`src/rtl/alu_frame_parser.sv`:
```
// Byte-stream front end for the UART ALU: parses the command header and reassembles
// little-endian operands into first/last-framed beats, flagging malformed or stalled frames.
module alu_frame_parser #(
  parameter int unsigned DataWidth     = 32,
  parameter int unsigned MaxOperands   = 16,
  parameter int unsigned TimeoutCycles = 5600
) (
  input  logic                 clk_i,
  input  logic                 rst_ni,
  input  logic [7:0]           s_tdata_i,
  input  logic                 s_tvalid_i,
  output logic                 s_tready_o,
  output logic [DataWidth-1:0] m_operand_o,
  output logic [1:0]           m_opcode_o,
  output logic                 m_first_o,
  output logic                 m_last_o,
  output logic                 m_tvalid_o,
  input  logic                 m_tready_i,
  output logic                 busy_o,
  output logic                 err_o,
  output logic [2:0]           err_code_o
);

  localparam int unsigned B     = DataWidth / 8;
  localparam int unsigned ByteW = (B > 1) ? $clog2(B) : 1;
  localparam int unsigned IdxW  = $clog2(MaxOperands);
  localparam int unsigned CntW  = (TimeoutCycles > 0) ? $clog2(TimeoutCycles + 1) : 1;

  localparam logic [ByteW-1:0] LastByte   = ByteW'(B - 1);
  localparam logic [CntW:0]    TimeoutVal = (CntW + 1)'(TimeoutCycles);

  localparam logic [2:0] ErrOpcode   = 3'd1;
  localparam logic [2:0] ErrReserved = 3'd2;
  localparam logic [2:0] ErrLength   = 3'd3;
  localparam logic [2:0] ErrDivCount = 3'd4;
  localparam logic [2:0] ErrTimeout  = 3'd5;

  typedef enum logic [2:0] {
    StIdle,
    StHdr1,
    StHdr2,
    StHdr3,
    StData,
    StOut,
    StDrop
  } state_e;

  state_e               state_q, state_d;
  logic [7:0]           op_byte_q, op_byte_d;
  logic                 rsv_bad_q, rsv_bad_d;
  logic [7:0]           len_lo_q, len_lo_d;
  logic [ByteW-1:0]     byte_q, byte_d;
  logic [IdxW-1:0]      idx_q, idx_d;
  logic [IdxW-1:0]      last_idx_q, last_idx_d;
  logic [DataWidth-1:0] operand_q, operand_d;
  logic [1:0]           opcode_q, opcode_d;
  logic                 err_q, err_d;
  logic [2:0]           err_code_q, err_code_d;
  logic [CntW-1:0]      cnt_q, cnt_d;

  logic        accept;
  logic        counting;
  logic        timeout;
  logic [CntW:0] cnt_inc;

  logic [31:0] len_w;
  logic [31:0] pay_w;
  logic [31:0] nops_w;
  logic        op_known;
  logic [1:0]  op_enc;
  logic        len_ok;
  logic [2:0]  hdr_err;

  assign s_tready_o  = (state_q != StOut);
  assign m_tvalid_o  = (state_q == StOut);
  assign m_first_o   = (state_q == StOut) && (idx_q == '0);
  assign m_last_o    = (state_q == StOut) && (idx_q == last_idx_q);
  assign busy_o      = (state_q != StIdle);
  assign m_operand_o = operand_q;
  assign m_opcode_o  = opcode_q;
  assign err_o       = err_q;
  assign err_code_o  = err_code_q;

  assign accept = s_tvalid_i & s_tready_o;

  // Header validation, evaluated against the length high byte currently on the bus.
  always_comb begin
    len_w    = {16'd0, s_tdata_i, len_lo_q};
    pay_w    = len_w - 32'd4;
    nops_w   = pay_w / B;
    op_known = 1'b1;
    op_enc   = 2'd0;
    case (op_byte_q)
      8'hAD:   op_enc = 2'd0;
      8'h63:   op_enc = 2'd1;
      8'h5B:   op_enc = 2'd2;
      default: op_known = 1'b0;
    endcase
    len_ok = (len_w >= 32'd4) && ((pay_w % B) == 32'd0) &&
             (nops_w >= 32'd2) && (nops_w <= MaxOperands);
    hdr_err = 3'd0;
    if (!op_known) begin
      hdr_err = ErrOpcode;
    end else if (rsv_bad_q) begin
      hdr_err = ErrReserved;
    end else if (!len_ok) begin
      hdr_err = ErrLength;
    end else if ((op_enc == 2'd2) && (nops_w != 32'd2)) begin
      hdr_err = ErrDivCount;
    end
  end

  // Gap timer: only runs while waiting on the line; OUT stalls are downstream's fault.
  always_comb begin
    counting = (state_q == StHdr1) || (state_q == StHdr2) || (state_q == StHdr3) ||
               (state_q == StData) || (state_q == StDrop);
    cnt_inc  = {1'b0, cnt_q} + 1'b1;
    cnt_d    = '0;
    if (counting && !accept) begin
      cnt_d = cnt_inc[CntW-1:0];
    end
    timeout = counting && !accept && (TimeoutCycles != 0) && (cnt_inc == TimeoutVal);
  end

  always_comb begin
    state_d    = state_q;
    op_byte_d  = op_byte_q;
    rsv_bad_d  = rsv_bad_q;
    len_lo_d   = len_lo_q;
    byte_d     = byte_q;
    idx_d      = idx_q;
    last_idx_d = last_idx_q;
    operand_d  = operand_q;
    opcode_d   = opcode_q;
    err_d      = 1'b0;
    err_code_d = err_code_q;

    unique case (state_q)
      StIdle: begin
        if (accept) begin
          op_byte_d = s_tdata_i;
          state_d   = StHdr1;
        end
      end
      StHdr1: begin
        if (accept) begin
          rsv_bad_d = (s_tdata_i != 8'd0);
          state_d   = StHdr2;
        end
      end
      StHdr2: begin
        if (accept) begin
          len_lo_d = s_tdata_i;
          state_d  = StHdr3;
        end
      end
      StHdr3: begin
        if (accept) begin
          if (hdr_err != 3'd0) begin
            err_d      = 1'b1;
            err_code_d = hdr_err;
            state_d    = StDrop;
          end else begin
            idx_d      = '0;
            byte_d     = '0;
            last_idx_d = IdxW'(nops_w - 32'd1);
            opcode_d   = op_enc;
            state_d    = StData;
          end
        end
      end
      StData: begin
        if (accept) begin
          if (byte_q == '0) begin
            operand_d = '0;
          end
          operand_d[8*byte_q +: 8] = s_tdata_i;
          if (byte_q == LastByte) begin
            byte_d  = '0;
            state_d = StOut;
          end else begin
            byte_d = byte_q + 1'b1;
          end
        end
      end
      StOut: begin
        if (m_tready_i) begin
          if (idx_q == last_idx_q) begin
            state_d = StIdle;
          end else begin
            idx_d   = idx_q + 1'b1;
            state_d = StData;
          end
        end
      end
      StDrop: begin
        if (TimeoutCycles == 0) begin
          state_d = StIdle;
        end
      end
      default: state_d = StIdle;
    endcase

    // Timeout never coincides with an accepted byte, so it cleanly overrides the case above.
    if (timeout) begin
      state_d = StIdle;
      if (state_q != StDrop) begin
        err_d      = 1'b1;
        err_code_d = ErrTimeout;
      end
    end
  end

  always_ff @(posedge clk_i or negedge rst_ni) begin
    if (!rst_ni) begin
      state_q    <= StIdle;
      op_byte_q  <= 8'd0;
      rsv_bad_q  <= 1'b0;
      len_lo_q   <= 8'd0;
      byte_q     <= '0;
      idx_q      <= '0;
      last_idx_q <= '0;
      operand_q  <= '0;
      opcode_q   <= 2'd0;
      err_q      <= 1'b0;
      err_code_q <= 3'd0;
      cnt_q      <= '0;
    end else begin
      state_q    <= state_d;
      op_byte_q  <= op_byte_d;
      rsv_bad_q  <= rsv_bad_d;
      len_lo_q   <= len_lo_d;
      byte_q     <= byte_d;
      idx_q      <= idx_d;
      last_idx_q <= last_idx_d;
      operand_q  <= operand_d;
      opcode_q   <= opcode_d;
      err_q      <= err_d;
      err_code_q <= err_code_d;
      cnt_q      <= cnt_d;
    end
  end

endmodule

```
`config.mk`:
```
export PLATFORM = sky130hd
export DESIGN_NAME = alu_frame_parser
export DESIGN_NICKNAME = d
export VERILOG_FILES = /design/src/rtl/alu_frame_parser.sv
export SDC_FILE = /design/constraint.sdc
export NUM_CORES = 1
export LEC_CHECK = 0
export ABC_AREA = 0
export CAP_MARGIN = 20
export CORE_UTILIZATION = 51
export DETAILED_ROUTE_END_ITERATION = 12
export GPL_TIMING_DRIVEN = 1
export PLACE_DENSITY_LB_ADDON = 0.15
export SYNTH_ARGS = -nofsm -noshare
export SYNTH_HDL_FRONTEND = slang
export SYNTH_SLANG_ARGS = --single-unit
export TNS_END_PERCENT = 1
```
`constraint.sdc`:
```
create_clock -name clk_i -period 3.1 [get_ports clk_i]
set_clock_uncertainty 0.2 [all_clocks]
set_input_delay 0.775 -clock clk_i [delete_from_list [all_inputs] [get_ports clk_i]]
set_output_delay 0.775 -clock clk_i [all_outputs]
set_load 0.1 [all_outputs]
```
==> run metrics <==
status finished, final reports clean; Synth Register Bits 81; clk sinks 81; post-DP HPWL 7.93 mm; Post-synth top flop dfrtp_1; H-tree levels 3; number of setup buffers added after CTS 0; P_int 2.57 mW; Yosys cell types 69; largest net degree at the start of global routing 46; Worst setup EP type primary output; drt pass-1 iters 5; fin crit share 0.971; Inst Count DP 681; n_diodes 0; clock slew at reported path FFs 0.09 ns; # hold bufs at CTS 0; cell count after synthesis 496; RSZ-0062 raised after global routing false; Via Count 3896; post-synth top area share 0.439; fin worst setup slack 0.0885 ns; Std-Cell Rows 34; final hold violations 0; remaining antenna violation count 0; Net Sw Frac 0.506; Max Slew Vio Count 0; Crit path largest cell delay 0.56 ns; Reg power frac 0.311; CP Data Arrival Time 2.04 ns; clock latency on the worst-skew pair 0.36 ns; Hold Path Class input pin to asynchronous set/reset pin; clk buf depth 2; Starting DRT DRC Count 192; area delta synth->final 22.5%; GRT overflow 0; share of flip-flops with an asynchronous set or reset 1.00; cell area after synthesis 4610 sq um; Starting Density 0.529; Nets 608; critical path launch point type flip-flop; DRC violations left 0; Cell Area, Placed 5440 sq um; die height 97.1 um; Overall Global Routing Usage 0.242; number of synthesized flops with an enable pin 0; Slew headroom 0.393; gpl congestion 0.882; CTS root buf clkbuf_8; most frequent cells in the layout 93 x nand2_1, 91 x buf_4, 81 x dfrtp_1; clock network power share 0.142; CP cell instances inv_1 > a22o_1 > or4_1 > nor3b_4 > buf_12; power per cell area 921 nW/um^2; Tmin final 3.01 ns; vias in the first global route 3810; Worst-Margin Slew 0.904 ns; Cell Count, Final, Fillers Out 697; Sw Pwr 2.64 mW; number of max-cap violations 0; Synth Area per Inst 9.30 sq um; pre-CTS setup slack -0.506 ns; peak supply drop 0.000575 V; num ports 55; leading cell type in the layout, fill and taps excluded nand2_1; Detailed Route WL 10.8 mm; crit path kind flip-flop to primary output; share of layout cells above drive strength 1 0.256; vias per cell 5.59; IO buf count 54; yosys warns 0; initial antenna violation count 0; total CTS buffers 9; top cells by area, synth dfrtp_1 44%, nand2_1 7.6%, o21ai_0 5.3%; CTS tree done; worst path bufs/invs 2; Final Setup Violations 0; Critical Path Fanout Max 4; routed length per instance 15.5 um; Crit path max-delay family simple AND/OR/NAND/NOR gates; Req. time, crit path 2.12 ns; critical path's slowest cell or4_1; Core ar. 8720 sq um; area leader, netlist dfrtp_1; register area share after synthesis 0.439; die area 9430 sq um; fin util 0.648; Fmax achieved 332 MHz; Synth Net Count 520; design area 5650 sq um; Horiz. Die Dim 97.1 um; power share of the combinational group 0.548; first-pass GRT wire length 18.4 mm; leakage dissipation 2.46 nW
-- cell families (layout without fill, tap and decap cells) --
group | Yosys count | after routing | share of synthesized area
AO/OA/AOI/OAI | 103 | 103 | 0.153
XOR/XNOR | 18 | 18 | 0.0342
adder cells (fa/ha/maj) | 12 | 12 | 0.0325
buffers and inverters | 46 | 139 | 0.0518
flip-flops | 81 | 81 | 0.439
multiplexers | 21 | 21 | 0.0529
AND/OR/NAND/NOR | 215 | 215 | 0.236
-- metal layers --
layer  GRT usage  up-vias  share of wire
met5           0        -              0
met4      0.0712        0          0.011
met3      0.0403       12          0.033
met2       0.403       72           0.49
met1       0.325     1895           0.47
li1            -     1917              -
-- sequential cells by signal, indices dropped and copies added (netlist names), 3 cells and up --
register and flops:
state_q 3, m_operand_o 32, idx_q 4, err_code_o 3
cnt_q 13, last_idx_q 4, op_byte_q 8, len_lo_q 8
-- cell usage after synthesis, drive strengths merged (6+ instances only) --
master,count
xor2,7
nor3,9
clkbuf,20
mux2,18
or3,8
inv,19
xnor2,11
nor4,6
nand2b,7
nand2,93
nand3,13
buf,7
nor2,34
ha,12
a21oi,9
dfrtp,81
o21ai,51
nand4,6
-- power by group through the flow --
stage,logic (mW),registers (mW),clock network [mW]
final,2.85,1.62,0.737
after global routing,3.06,1.66,0.802
after CTS,2.83,1.61,0.755
after detailed placement,2.83,1.63,0
after global placement,2.77,1.61,0
after floorplan,1.35,2.40,0
-- cell type report --
class | count | area (sq um)
multi-input cells | 369 | 2390
clock buffers | 10 | 138
well taps | 108 | 135
fillers | 716 | 3070
repair buffers | 104 | 841
inverters | 19 | 71.3
clock inverters | 6 | 48.8
flip-flops and latches | 81 | 2030
-- worst paths after layout --
kind	slack, ns	end	start	depth (start not counted)
min in group clk_i	0.28	m_operand_o[20]	m_operand_o[20]	2
hold reg to reg	0.28	m_operand_o[20]	m_operand_o[20]	2
setup reg to reg	0.15	m_opcode_o[0]	len_lo_q[2]	10
setup / recovery	0.09	m_last_o	idx_q[2]	5
hold / removal	0.22	m_operand_o[7]	rst_ni	1
max in group asynchronous	1.86	err_code_o[1]	rst_ni	2
-- worst register-to-register path: cells and delay by family, from the launching register on --
kind	cells	cell delay, ns
and+or+nand+nor	3	0.85
buffers and inverters	3	0.46
AOI/OAI and AO/OA	2	0.42
DFF	1	0.35
muxes	1	0.34
adders and majority gates	1	0.24
-- timing repair --
action / in CTS / in global routing
resized for setup: 4 / 9
setup endpoints to repair: 9 / 14
pin swaps: 4 / 6
-- stage by stage --
| step | setup TNS [ns] | total power [mW] | hold WS (ns) |
|---|---|---|---|
| 3_5_place_dp | -6.34 | 4.45 | 0.271 |
| 4_1_cts | 0 | 5.19 | 0.230 |
| 6_report | 0 | 5.20 | 0.218 |
| 2_1_floorplan | -0.613 | 3.75 | 0.279 |
| 3_3_place_gp | -5.72 | 4.38 | 0.262 |
| 5_1_grt | 0 | 5.52 | 0.258 |
Power figures use the tool's default switching activity.
==> patch 1, RTL diff (same settings) <==
Encoding of `state_e`: now one-hot (7 bits for 7 states).
--- a/src/rtl/alu_frame_parser.sv
+++ b/src/rtl/alu_frame_parser.sv
@@ -35,14 +35,14 @@
   localparam logic [2:0] ErrDivCount = 3'd4;
   localparam logic [2:0] ErrTimeout  = 3'd5;
 
-  typedef enum logic [2:0] {
-    StIdle,
-    StHdr1,
-    StHdr2,
-    StHdr3,
-    StData,
-    StOut,
-    StDrop
+  typedef enum logic [6:0] {
+    StIdle = 7'b0000001,
+    StHdr1 = 7'b0000010,
+    StHdr2 = 7'b0000100,
+    StHdr3 = 7'b0001000,
+    StData = 7'b0010000,
+    StOut  = 7'b0100000,
+    StDrop = 7'b1000000
   } state_e;
 
   state_e               state_q, state_d;
Function: same outputs for any inputs over 4 cycles, from zero or initial values and one cycle with rst_ni low; so few cycles prove little.
==> patch 1 against the unedited design <==
Sequential cell count increased by 4. Utilization increased by 0.31 points. Non-clock buffer count fell by 19. Final area down 4.9%. Setup slack better by 0.0011 ns. Area after synthesis fell by 5.0%. Wire length is 4.4% lower. Critical path type is now in2reg. Critical endpoint is now last_idx_q[1].
Power is not compared: it rests on default switching activity, and its combinational part moved more than twofold at a synthesized area within 25%.
==> patch 1: results (changes against the unedited design) <==
place:
  placed_cell_area_sq_um: 5155  # was 5438 sq um
  place.gp.congestion: 0.8740  # was 0.8822
  dpl.cell_count: 623  # was 681
  dp_hpwl_um: 7629  # was 7934 um
clocking:
  cts_resized: 5  # was 4
  cts_setup_buffers: 1  # was 0
synth:
  synth-xor-area-share_pct: 3.999  # was 3.417%
  muxShareOfSynthArea_pct: 6.284  # was 5.289%
  ys_seq_area_share_pct: 48.59  # was 43.94%
  yosys.area_share.adder_pct: 3.713  # was 3.255%
  synth.area.top_cells: "dfrtp_1 48%, nand2_1 6.9%, o21ai_0 4.2%"  # was dfrtp_1 44%, nand2_1 7.6%, o21ai_0 5.3%
  synth-compound-area-share_pct: 11.54  # was 15.32%
  synth_common_cells: "84 x dfrtp_1, 80 x nand2_1, 37 x o21ai_0"  # was 93 x nand2_1, 81 x dfrtp_1, 49 x o21ai_0
  ys_types: 56  # was 69
  synth_nets: 477  # was 520
global_route:
  antenna_found_initial: 0  # unchanged
  grt_usage_pct: 24.75  # was 24.20%
  grt_pass1_wl_um: 16970  # was 18380 um
  grt_max_degree: 48  # was 46
  grt_pass1_vias: 3372  # was 3810
final_layout:
  layout-drive-gt1-share_pct: 23.69  # was 25.64%
  instances_no_fill: 641  # was 697
drt:
  via_per_inst: 5.585  # was 5.590
  drt_pass1_iterations: 4  # was 5
  routed_wl_um: 10300  # was 10780 um
  dr.first_iter.drc_count: 224  # was 192
critical_path:
  worstPathMaxFanout: 6  # was 4
outcome:
  outcome: "finished, final reports clean"  # unchanged
power:
  share_comb_of_total_power_pct: 33.8
sta:
  tightest_slew_ns: 1.055  # was 0.9040 ns
## patch 1: cell types whose count changed in the layout (fill, tap and decap cells not counted), sizes merged, moves of 4 or more
| cell | change |
|---|---|
| or3 | -6 |
| a22oi | -4 |
| buf | -19 |
| nor2 | -5 |
| nand2b | -4 |
| o21ai | -14 |
| nand2 | -12 |
| o211ai | +4 |
| nand3 | +6 |
## patch 1: path summary, 6_finish.rpt
kind                                 start         endpoint  slack (ns)  depth (start not counted)
max                           s_tdata_i[5]    last_idx_q[1]        0.09                          7
min in group clk_i         m_operand_o[24]  m_operand_o[24]        0.27                          2
min                                 rst_ni         cnt_q[9]        0.17                          1
max reg2reg                    len_lo_q[3]    last_idx_q[1]        0.13                          8
max in group asynchronous           rst_ni       state_q[0]        1.86                          2
min reg2reg                m_operand_o[24]  m_operand_o[24]        0.27                          2
## patch 1: cell type report
type,count,area (sq um)
fill,706,2883
multi-input combinational,331,2142
sequential,85,2128
timing repair buffer,85,709.4
clock buffer,11,131.4
tap,105,131.4
inverter,19,71.32
clock inverter,5,61.31
## patch 1: routing by layer
layer  vias to the layer above  track usage (%)  routed length [um]
met1                      1744            36.17                4898
met2                        89            38.49                4892
met3                         9            3.060                 418
met5                         -                0                   0
met4                         0            7.323                  93
li1                       1738                -                   -
## patch 1: per-stage QoR
step	total power (uW)	setup TNS [ns]	worst slack, ns
after floorplan	2140	-18.66	-1.178
after global placement	2462	-6.823	-0.6315
after detailed placement	2495	-6.900	-0.6402
after CTS	3280	0	0.03532
after global routing	3436	0	0.01385
final	3260	0	0.08956
## patch 1: critical path, cell delays in order
cell	delay [ns]
clkdlybuf4s50_1	0.45
nor3_2	0.21
nand2_1	0.11
a2111o_1	0.32
or4_4	0.43
or3_4	0.46
mux2_4	0.31
==> patch 2, RTL diff (config.mk and constraints unchanged) <==
Without the edit above. The parameter `TimeoutCycles` goes from 5600 to 11200.
--- a/src/rtl/alu_frame_parser.sv
+++ b/src/rtl/alu_frame_parser.sv
@@ -3,7 +3,7 @@
 module alu_frame_parser #(
   parameter int unsigned DataWidth     = 32,
   parameter int unsigned MaxOperands   = 16,
-  parameter int unsigned TimeoutCycles = 5600
+  parameter int unsigned TimeoutCycles = 11200
 ) (
   input  logic                 clk_i,
   input  logic                 rst_ni,
Check against the original RTL: no difference found for any inputs over 4 cycles, from zero or initial values and one cycle with rst_ni low; that may be too few to reach the edited logic, so the function may still have changed.
==> patch 2 against the unedited design <==
Setup slack got worse by 0.034 ns. Final area increased by 0.66%. Final cell count decreased by 4.0%. Critical path type is now in2reg. Largest power group unchanged. Wire length increased by 3.0%. Register-to-register slack got worse by 0.04 ns. Area after synthesis decreased by 3.7%. Total power increased by 6.1%. Sequential cell count increased by 1.
==> patch 2: results (changes against the unedited design) <==
drt:
  drt_pass1_iterations: 4  # was 5
  dr.first_iter.drc_count: 258  # was 192
sta:
  tightest_slew_ns: 0.7833  # was 0.9040 ns
power:
  comb_power_uw: 3040  # was 2850 uW
  swShare_pct: 49.49  # was 50.65%
  p_leak_uw: 0.002570  # was 0.002461 uW
  max-vdd-ir-drop_uv: 637.6  # was 574.7 uV
clocking:
  cts_resized: 21  # was 4
  cts_setup_buffers: 8  # was 0
global_route:
  grt_usage_pct: 25.95  # was 24.20%
  grt_pass1_wl_um: 17820  # was 18380 um
  grt_max_degree: 47  # was 46
  grt_pass1_vias: 3610  # was 3810
final_layout:
  instances_no_fill: 669  # was 697
  nets: 583  # was 608
synth:
  synth-compound-area-share_pct: 12.89  # was 15.32%
  muxShareOfSynthArea_pct: 5.405  # was 5.289%
  synth-xor-area-share_pct: 5.124  # was 3.417%
  yosys.area_share.adder_pct: 3.378  # was 3.255%
  synth_nets: 487  # was 520
outcome:
  outcome: "finished, final reports clean"  # unchanged
critical_path:
  path_delay_family: "buffers and inverters"  # was simple AND/OR/NAND/NOR gates
  worstPathMaxFanout: 8  # was 4
place:
  dpl.cell_count: 645  # was 681
  placed_cell_area_sq_um: 5310  # was 5438 sq um
[patch 2: worst max path at each step]
stage                          to         start  cells after the start  slack, ns
global placement    m_opcode_o[0]  s_tdata_i[1]                      8      -0.90
CTS                 last_idx_q[0]  s_tdata_i[0]                      8       0.03
finish                  byte_q[0]  s_tdata_i[5]                     12       0.05
global route        last_idx_q[0]   len_lo_q[6]                      9      -0.03
floorplan               m_first_o    state_q[0]                      3      -0.52
detailed placement  last_idx_q[0]  s_tdata_i[1]                      8      -0.93
[patch 2: cell type report]
cell class	count	area (sq um)
fill	670	2654
inverter	12	45.04
clock inverter	5	60.06
sequential	82	2052
clock buffer	11	151.4
multi-input combinational	343	2362
timing repair buffer	111	884.6
tap	105	131.4
[patch 2: per-layer routing]
layer	track usage (%)	wire [um]	part of all wire, %	up-vias
met4	7.955	187	1.7	0
met3	4.944	441	4.0	15
met2	41.73	5310	48	94
li1	-	-	-	1845
met1	35.38	5162	47	1862
met5	0	0	0	-
